### src/rtl/data_cache.sv
// Direct-mapped, write-through, no-write-allocate data cache with 4-word lines.
// Serves one load/store at a time and stalls the pipeline until cpu_done pulses.
module data_cache #(
    parameter int LINES = 4,
    parameter int WORD  = 16
) (
    input  logic              clk,
    input  logic              reset,
    input  logic              cpu_read,
    input  logic              cpu_write,
    input  logic [15:0]       cpu_addr,
    input  logic [WORD-1:0]   cpu_wdata,
    output logic [WORD-1:0]   cpu_rdata,
    output logic              cpu_done,
    output logic              cpu_stall,
    output logic              mem_req,
    output logic              mem_we,
    output logic [15:0]       mem_addr,
    output logic [WORD-1:0]   mem_wdata,
    input  logic [4*WORD-1:0] mem_rdata,
    input  logic              mem_ready,
    output logic [15:0]       hit_count,
    output logic [15:0]       miss_count
);
    localparam int IW = $clog2(LINES);
    localparam int TW = 16 - 2 - IW;

    typedef enum logic [2:0] {S_IDLE, S_LOOKUP, S_FILL, S_WTHRU, S_RESP} state_t;
    state_t r_state, w_state_next;

    logic [15:0]       r_addr;
    logic [WORD-1:0]   r_wdata;
    logic              r_is_write;
    logic [LINES-1:0]  r_valid;
    logic [TW-1:0]     r_tag [LINES];
    logic [WORD-1:0]   r_rdata;
    logic              r_done;
    logic              r_mem_req;
    logic              r_mem_we;
    logic [15:0]       r_mem_addr;
    logic [WORD-1:0]   r_mem_wdata;
    logic [15:0]       r_hits;
    logic [15:0]       r_misses;

    logic [IW-1:0]     w_index;
    logic [1:0]        w_offset;
    logic [TW-1:0]     w_tag;
    logic              w_hit;
    logic              w_fill;
    logic [4*WORD-1:0] w_line_rd;

    assign w_offset = r_addr[1:0];
    assign w_index  = r_addr[IW+1:2];
    assign w_tag    = r_addr[15:IW+2];
    assign w_hit    = r_valid[w_index] && (r_tag[w_index] == w_tag);
    assign w_fill   = (r_state == S_FILL) && mem_ready;

    assign cpu_rdata  = r_rdata;
    assign cpu_done   = r_done;
    assign cpu_stall  = (cpu_read | cpu_write) & ~r_done;
    assign mem_req    = r_mem_req;
    assign mem_we     = r_mem_we;
    assign mem_addr   = r_mem_addr;
    assign mem_wdata  = r_mem_wdata;
    assign hit_count  = r_hits;
    assign miss_count = r_misses;

    // One storage column per word of the line; a fill writes all four, a write hit only one.
    for (genvar gi = 0; gi < 4; gi++) begin : g_word
        logic [WORD-1:0] r_word [LINES];
        logic            w_wr_hit;

        assign w_wr_hit = (r_state == S_LOOKUP) && r_is_write && w_hit && (w_offset == 2'(gi));

        always_ff @(posedge clk) begin
            if (!reset && w_fill) begin
                r_word[w_index] <= mem_rdata[gi*WORD +: WORD];
            end else if (!reset && w_wr_hit) begin
                r_word[w_index] <= r_wdata;
            end
        end

        assign w_line_rd[gi*WORD +: WORD] = r_word[w_index];
    end

    always_ff @(posedge clk) begin
        if (!reset && w_fill) begin
            r_tag[w_index] <= w_tag;
        end
    end

    always_comb begin
        w_state_next = r_state;
        case (r_state)
            S_IDLE:   if (cpu_read || cpu_write) w_state_next = S_LOOKUP;
            S_LOOKUP: begin
                if (r_is_write)  w_state_next = S_WTHRU;
                else if (w_hit)  w_state_next = S_RESP;
                else             w_state_next = S_FILL;
            end
            S_FILL:   if (mem_ready) w_state_next = S_RESP;
            S_WTHRU:  if (mem_ready) w_state_next = S_RESP;
            S_RESP:   w_state_next = S_IDLE;
            default:  w_state_next = S_IDLE;
        endcase
    end

    always_ff @(posedge clk) begin
        if (reset) begin
            r_state     <= S_IDLE;
            r_valid     <= '0;
            r_addr      <= '0;
            r_wdata     <= '0;
            r_is_write  <= 1'b0;
            r_rdata     <= '0;
            r_done      <= 1'b0;
            r_mem_req   <= 1'b0;
            r_mem_we    <= 1'b0;
            r_mem_addr  <= '0;
            r_mem_wdata <= '0;
            r_hits      <= '0;
            r_misses    <= '0;
        end else begin
            r_state   <= w_state_next;
            r_done    <= (w_state_next == S_RESP);
            // Request stays up for the whole FILL/WTHRU stay and drops after mem_ready.
            r_mem_req <= (w_state_next == S_FILL) || (w_state_next == S_WTHRU);
            case (r_state)
                S_IDLE: begin
                    if (cpu_read || cpu_write) begin
                        r_addr     <= cpu_addr;
                        r_wdata    <= cpu_wdata;
                        r_is_write <= cpu_write;
                    end
                end
                S_LOOKUP: begin
                    if (w_hit) r_hits   <= r_hits + 16'd1;
                    else       r_misses <= r_misses + 16'd1;
                    if (r_is_write) begin
                        r_mem_we    <= 1'b1;
                        r_mem_addr  <= r_addr;
                        r_mem_wdata <= r_wdata;
                    end else if (w_hit) begin
                        r_rdata <= w_line_rd[w_offset*WORD +: WORD];
                    end else begin
                        r_mem_we   <= 1'b0;
                        r_mem_addr <= {r_addr[15:2], 2'b00};
                    end
                end
                S_FILL: begin
                    if (mem_ready) begin
                        r_valid[w_index] <= 1'b1;
                        r_rdata          <= mem_rdata[w_offset*WORD +: WORD];
                    end
                end
                default: ;
            endcase
        end
    end
endmodule

### config.mk
export PLATFORM = sky130hd
export DESIGN_NAME = data_cache
export DESIGN_NICKNAME = d
export VERILOG_FILES = /design/src/rtl/data_cache.sv
export SDC_FILE = /design/constraint.sdc
export NUM_CORES = 1
export LEC_CHECK = 0
export CAP_MARGIN = 20
export CORE_MARGIN = 2
export CORE_UTILIZATION = 35
export CTS_BUF_LIST = sky130_fd_sc_hd__clkbuf_4
export CTS_CLUSTER_SIZE = 30
export DETAILED_ROUTE_END_ITERATION = 12
export PLACE_DENSITY = 0.61
export SETUP_SLACK_MARGIN = 0.15
export SLEW_MARGIN = 20
export SYNTH_ARGS = -nofsm -noshare
export SYNTH_HDL_FRONTEND = slang
export SYNTH_SLANG_ARGS = --single-unit
### constraint.sdc
create_clock -name clk -period 5.15 [get_ports clk]
set_clock_uncertainty 0.1 [all_clocks]
set_input_delay 0.515 -clock clk [delete_from_list [all_inputs] [get_ports clk]]
set_output_delay 0.515 -clock clk [all_outputs]
set_load 0.01 [all_outputs]
# Word level (Yosys, flattened, before mapping)
# Memory sizes are Yosys's and may differ from the RTL's. A register that Yosys moved wholly into a read port is not among the register bits.
# Cells that the tools add are included.
# Widths: inputs -> output; s select.
# totals
reg_bits	123
ram_bits	304
inputBits	101
word_cells	120
memories	5
# op_classes
add_sub_neg	2
n_lt_le_gt_ge	2
eq_ne	14
n_shift	2
muxes	45
bitwise	9
reduce_logical	28
# memory_table
memory	words	width	read_ports	rd_ports_with_merged_regs	wr	line_no	text
g_word[0].r_word	4	16	1	1	1	70	logic [WORD-1:0] r_word [LINES];
g_word[1].r_word	4	16	1	1	1	70	
g_word[2].r_word	4	16	1	1	1	70	
g_word[3].r_word	4	16	1	1	1	70	
r_tag	4	12	1	1	1	35	logic [TW-1:0] r_tag [LINES];
# ops
op	n
$mux 16	9
$shiftx 64x7->16	2
$add 16x1->16 const B	2
$pmux 16 s2	1
$mux 2	10
$mux 1	18
$logic_and 1x1->1	14
$eq 12x12->1	1
$eq 3x2->1 const B	4
$mux 3	4
$reduce_and 2->1	6
$pmux 3 s3	1
$ne 2x2->1 const B	4
$or 1x1->1	5
$eq 2x2->1 const B	2
$or 4x4->4	1
$reduce_and 4->1	1
$eq 3x1->1 const B	1
$eq 3x3->1 const B	1
$logic_not 3->1	1
$lt 2x3->1 const B	1
$bmux 1 s2	1
$demux 1 s2	1
$eq 2x1->1 const B	1
other kinds (8)	10

# Logic depth before layout (Yosys ltp)
# Gate-level depths: netlist of run 1.
# logic_depth
depth_word	10
ltp_mapped	10

# Least setup slack after synthesis of run 1
# OpenSTA, ideal clock, no wires.
# synth_path
path_type	reg2reg
from	reg (tool-made name)
to	mem g_word[0].r_word[1][0] (enable)
arrival_time_ps	3407
setup_slack_ps	1249
stages_incl_launch_ff	9
n_path_buf	2
synth_period_minus_slack_ps	3901
cell_sequence	dfxtp_1 buf_6 mux4_2 xnor2_1 nand4_1 a2111oi_4 buf_6 nand3_1 a21oi_1
# synth_rtl
item	line_no
end, declared	70

==> impl_metrics.csv, run 1 <==
group,metric,value,unit
timing,slew_viol_final,0,
power,power.density,339,nW/um^2
timing,hold_viol_final,0,
final_layout,final_cells,2329,
synth,syn_nets,1389,
cts,post_cts_buffers,0,
floorplanning,num_rows,84,
global_route,grt_max_degree,84,
setup_path,r2r_cells,10,
hold_path,hold_path_depth,2,
timing,max_freq,0.260,GHz
cts,cts-root-buf,"clkbuf_4",
final_layout,fin_nets,1642,
hold_path,min_to,"r_addr[6]",
hold_path,hp-class,"in -> reg",
setup_path,crit_fanout,35,
final_layout,layout_commonest_cell,"edfxtp_1",
cts,cts_resized,0,
synth,async_reset_ff_share,0,%
synth,synth_area,18600,um^2
setup_path,reg2reg_slack,1.30,ns
hold_path,hp-start,"reset",
power,p_leak,7.56,nW
timing,period_needed,3.85,ns
placement,io_buffers,184,
timing,tightest_slew,1.08,ns
synth,yosys_register_bits,429,
cts,cts-htree-levels,3,
synth,synth_cells,1286,
timing,tns,0,ns
cts,path_clk_slew,0.07,ns
setup_path,cpPeakStageDelay,0.63,ns
final_layout,area_delta_synth_final,22.3,%
power,p_total,7.73,mW
placement,hpwl,36000,um
synth,synth_edf_count,304,
setup_path,cp_slowest_cell,"buf_4",
global_route,grt_use_total,19.0,%
timing,finalSetupViolCount,0,
floorplanning,die_area,55100,um^2
timing,rsz0062_at_grt,"false",
floorplanning,core_area,52700,um^2
setup_path,path_buf_inv,4,
synth,syn_avg_cell_area,14.5,um^2
run_status,outcome,"finished clean",
setup_path,critPathArrivalTime,4.25,ns
final_layout,final_cell_mix,"304 x edfxtp_1, 183 x clkdlybuf4s50_1, 167 x clkbuf_4",
cts,cts_tree,"built",
cts,holdBufCountCts,0,
timing,finalCritPeriodShare,74.7,%
cts,cts.sinks,429,
route,num_vias,12581,
route,wirelength,53000,um
setup_path,r2r_end,"g_word[3].r_word[3][1]",
setup_path,crit_top_cell,"buf_4",
setup_path,required,5.56,ns
setup_path,path_class,"reg -> reg",
cts,clockBufferDepth,3,
cts,clock_latency,0.85,ns
setup_path,crit_path_start_kind,"flip-flop",
route,post-route-drc-count,0,
floorplanning,chipWidth,235,um
floorplanning,dieHeight,235,um
synth,synth.distinct_cells,55,
floorplanning,ioPinCount,185,
synth,ys.flop_type,"edfxtp_1",
synth,ys_seq_area_share,62.4,%
cts,numCtsBuffers,108,
route,firstDrtPassIters,5,
global_route,grt_pass1_vias,12344,
setup_path,path_cells,"buf_4 > nor2b_1 > a21boi_0 > o2111a_1 > o2111a_1 > buf_4 > nand4_1 > buf_4 > a21oi_1 > buf_4",
route,drt_iter0_drc,1266,
global_route,overflow,0,
setup_path,path_delay_family,"buffers and inverters",
global_route,antenna_found_initial,5,
timing,slew_headroom,27.7,%
route,vias_per_cell,5.40,
placement,place.gp.congestion,0.787,
global_route,grt_pass1_wl,78600,um
final_layout,final_layout_size_suffix_gt1_share,25.3,%
synth,ys_warn_count,0,
job,cap_violations,0,
placement,dp_cells,2117,
route,routedWlPerCell,22.8,um
power,peakVddDrop,0.164,mV
floorplanning,initial_core_util,35.4,%
route,ant_nets,0,
setup_path,crit_path_end_kind,"flip-flop",
-- routing by layer --
layer | track usage [%] | part of all wire [%]
met4 | 6.25 | 2.3
met2 | 27.7 | 43
met1 | 26.8 | 45
met3 | 5.94 | 9.4
met5 | 0 | 0.049
-- area by class of cell --
| type | instances | area, um^2 |
|---|---|---|
| Clock inverter | 38 | 173 |
| Clock buffer | 167 | 1250 |
| Fill cell | 4719 | 29900 |
| Antenna cell | 7 | 17.5 |
| Sequential cell | 429 | 11600 |
| Tap cell | 688 | 861 |
| Inverter | 10 | 37.5 |
| Multi-Input combinational cell | 754 | 6580 |
| Timing Repair Buffer | 236 | 2230 |
-- worst reg2reg max path, stage by stage, from the launching register on --
cell and delay (ns):
dfxtp_4 0.50, buf_4 0.64, nor2b_1 0.10, a21boi_0 0.28, o2111a_1 0.27, o2111a_1 0.24, buf_4 0.28, nand4_1 0.30
buf_4 0.32, a21oi_1 0.14, buf_4 0.35
-- cells by family after synthesis --
group / count (synthesis) / synth area share [%]
AND/OR/NAND/NOR: 316 / 8.88
XOR/XNOR: 10 / 0.470
adder cells (fa/ha/maj): 2 / 0.134
buffers and inverters: 103 / 2.40
AO/OA/AOI/OAI: 223 / 7.54
flip-flops: 429 / 62.4
multiplexers: 203 / 18.2
-- cells in the mapped netlist, types with 10 or more instances --
cell type | n | share of area (%)
buf_2 | 12 | 0.32
o31ai_1 | 24 | 0.97
mux4_2 | 91 | 11
or4_1 | 24 | 0.97
edfxtp_1 | 304 | 49
and2_1 | 28 | 0.94
inv_1 | 10 | 0.20
nor2b_1 | 15 | 0.50
a221oi_1 | 12 | 0.56
a22oi_1 | 12 | 0.48
mux2i_1 | 35 | 1.9
nand3_1 | 18 | 0.48
nand2_1 | 131 | 2.6
mux2_2 | 45 | 2.7
nand4_1 | 14 | 0.47
o211a_1 | 12 | 0.64
dfxtp_1 | 125 | 13
a21oi_1 | 122 | 3.3
clkbuf_1 | 66 | 1.3
o21ai_0 | 17 | 0.46
mux2_4 | 32 | 2.6
nor2_1 | 16 | 0.32
nand2b_1 | 36 | 1.2
-- report_power, final --
part	internal [mW]	switching (mW)	total (mW)	leakage, nW
Sequential	3.77	0.131	3.90	3.76
Clock	1.49	1.41	2.90	0.850
Combinational	0.432	0.501	0.932	2.95
Total	5.69	2.04	7.73	7.56
-- state kept, by name (all words and copies together) (netlist names), 3 cells and up, named ones only --
name	flops
r_state	3
g_word.r_word	256
mem_addr	16
r_addr	16
miss_count	16
hit_count	16
r_valid	4
mem_wdata	16
cpu_rdata	16
r_tag	48
r_wdata	16
-- how the worst max path moves through the flow --
| stage | from | end | slack, ns | depth (start not counted) |
|---|---|---|---|---|
| floorplan | flip-flop | g_word[0].r_word[1][0] | 1.25 | 8 |
| global placement | flip-flop | cpu_rdata[4] | 1.37 | 7 |
| detailed placement | flip-flop | cpu_rdata[4] | 1.30 | 7 |
| CTS | flip-flop | g_word[3].r_word[3][8] | 1.27 | 10 |
| global route | flip-flop | g_word[3].r_word[1][15] | 1.06 | 10 |
| finish | flip-flop | g_word[3].r_word[3][1] | 1.30 | 10 |
-- stage by stage --
step	hold WS [ns]	util (%)	area [um^2]	setup slack (ns)
2_1_floorplan	0.349	-	18600	1.25
3_3_place_gp	0.352	40.5	21300	1.37
3_5_place_dp	0.352	40.5	21400	1.30
4_1_cts	0.0344	43.3	22800	1.27
5_1_grt	0.0249	43.3	22800	1.06
6_report	0.125	43.3	22800	1.30
No activity file was read; power rests on OpenSTA's default activity.
==> run 2, diff against run 1 <==
==> constraint.sdc (replaced) <==
create_clock -name clk -period 3.6 [get_ports clk]
set_clock_uncertainty 0.1 [all_clocks]
set_input_delay 0.36 -clock clk [delete_from_list [all_inputs] [get_ports clk]]
set_output_delay 0.36 -clock clk [all_outputs]
set_load 0.01 [all_outputs]
==> run 2 against run 1 <==
  * Cell count rose by 2.5%
  * Setup slack got worse by 0.98 ns
  * Wire length rose by 1.1%
  * Clock power rose by 51%
  * Register-to-register slack got worse by 0.98 ns
==> impl_metrics.csv, run 2 (synthesized netlist as in run 1, its figures left out) <==
group,metric,value,unit
placement,io_buffers,184,
timing,tns,0,ns
route,firstDrtPassIters,5,
timing,finalSetupViolCount,0,
setup_path,path_delay_family,"buffers and inverters",
timing,slew_viol_final,0,
floorplanning,initial_core_util,35.4,%
setup_path,crit_fanout,16,
final_layout,largest-register,"g_word.r_word",
final_layout,final_layout_size_suffix_gt1_share,27.8,%
timing,hold_viol_final,0,
cts,numCtsBuffers,111,
route,vias_per_cell,5.41,
route,num_vias,12905,
job,cap_violations,0,
floorplanning,die_area,55100,um^2
cts,path_clk_slew,0.07,ns
route,drt_iter0_drc,1238,
timing,rsz0062_at_grt,"false",
placement,hpwl,35500,um
final_layout,reg_top3,"g_word.r_word (256), r_tag (48)",
global_route,overflow,0,
timing,tightest_slew,1.10,ns
setup_path,required,4.01,ns
floorplanning,chipWidth,235,um
setup_path,path_cells,"mux4_2 > xnor2_1 > nand4_1 > a2111oi_4 > buf_4 > buf_6 > nand3_4 > a21oi_4 > buf_12",
final_layout,seqCellArea,11600,um^2
floorplanning,dieHeight,235,um
final_layout,multi_input_area,6680,um^2
floorplanning,ioPinCount,185,
final_layout,fillerInstances,4690,
setup_path,path_class,"reg -> reg",
setup_path,cpPeakStageDelay,0.55,ns
setup_path,cp_slowest_cell,"mux4_2",
final_layout,fin_nets,1703,
route,post-route-drc-count,0,
route,ant_nets,0,
setup_path,crit_path_end_kind,"flip-flop",
global_route,antenna_found_initial,3,
cts,clock_latency,0.87,ns
hold_path,hp-start,"cpu_write",
timing,finalCritPeriodShare,90.9,%
hold_path,hp-class,"in -> reg",
final_layout,largest_reg_flops,256,
global_route,grt_pass1_vias,12847,
timing,hold-worst-slack,0.102,ns
cts,clockBufferDepth,3,
global_route,grt_pass1_wl,80100,um
cts,cts.sinks,429,
cts,cts_tree,"built",
setup_path,critPathArrivalTime,3.68,ns
global_route,grt_max_degree,69,
timing,max_freq,0.306,GHz
route,wirelength,53600,um
final_layout,final_cell_mix,"304 x edfxtp_1, 183 x clkbuf_4, 183 x clkdlybuf4s50_1",
timing,slew_headroom,26.8,%
cts,cts-htree-levels,3,
final_layout,layout_commonest_cell,"edfxtp_1",
placement,place.gp.congestion,0.799,
global_route,grt_use_total,19.2,%
power,power.density,478,nW/um^2
power,peakVddDrop,0.231,mV
cts,cts-root-buf,"clkbuf_4",
setup_path,crit_path_start_kind,"flip-flop",
power,p_leak,7.93,nW
setup_path,path_buf_inv,3,
floorplanning,core_area,52700,um^2
route,routedWlPerCell,22.5,um
timing,period_needed,3.27,ns
run_status,outcome,"finished clean",
floorplanning,num_rows,84,
final_layout,area_delta_synth_final,27.3,%
[run 2: changes by cell type in the layout (fill, tap and decap cells not counted), moves of 2 or more]
cell           before  now
nor2_2              2    0
inv_6               3    1
buf_4              53   59
clkinv_1           28   13
nor2_1             14   16
clkbuf_4          167  183
a21oi_2             0   12
a21oi_1           122  106
dlygate4sd3_1       0   33
buf_12              0   18
a21oi_4             0    4
[run 2: worst paths after layout]
kind,cells after the start,slack (ns),end
setup / recovery,9,0.33,g_word[0].r_word[1][10]
hold / removal,3,0.10,r_is_write
setup reg to reg,9,0.33,g_word[0].r_word[1][10]
hold reg to reg,2,0.36,mem_wdata[0]
[run 2: cell type report]
| class | count | share of cell area (%) |
|---|---|---|
| antenna | 6 | 0.0633 |
| clock buffer | 183 | 5.79 |
| clock inverter | 23 | 0.570 |
| inverter | 10 | 0.158 |
| multi-input combinational | 754 | 28.2 |
| sequential | 429 | 49.1 |
| tap | 688 | 3.63 |
| timing repair buffer | 294 | 12.5 |
[run 2: metal layers]
layer  wire length (um)  GRT usage [%]
met1              24400           28.4
met2              23200           27.9
met3               5060           4.71
met4               1020           5.64
met5                  0              0
[run 2: metrics by stage]
step	power (mW)	setup slack, ns	instance area (um^2)	util, %	std cells
after floorplan	6.41	0.0735	18700	-	1286
after global placement	7.02	0.102	21800	41.5	2138
after detailed placement	7.03	0.0913	21800	41.5	2138
after CTS	11.4	0.171	23700	45.0	2378
after global routing	11.8	0.151	23700	45.0	2383
final	11.3	0.327	23700	45.1	2387
[run 2: tightest hold or removal path, stage by stage]
cell and delay (ns):
clkdlybuf4s50_1 0.47, nand2_1 0.10, a21oi_1 0.06
[run 2: timing repair]
item / in CTS / in global routing
gates cloned: 0 / 0
pin swaps: 1 / 0
setup buffers: 1 / 3
hold buffers: 33 / 0
resized for setup: 1 / 0
endpoints found under the setup margin: 54 / 59
hold endpoints to repair: 57 / 0
[run 2: where the power goes]
part | leakage [nW] | internal, mW | switching [mW]
sequential | 3.76 | 5.39 | 0.182
clock | 0.911 | 2.36 | 2.00
combinational | 3.26 | 0.681 | 0.712
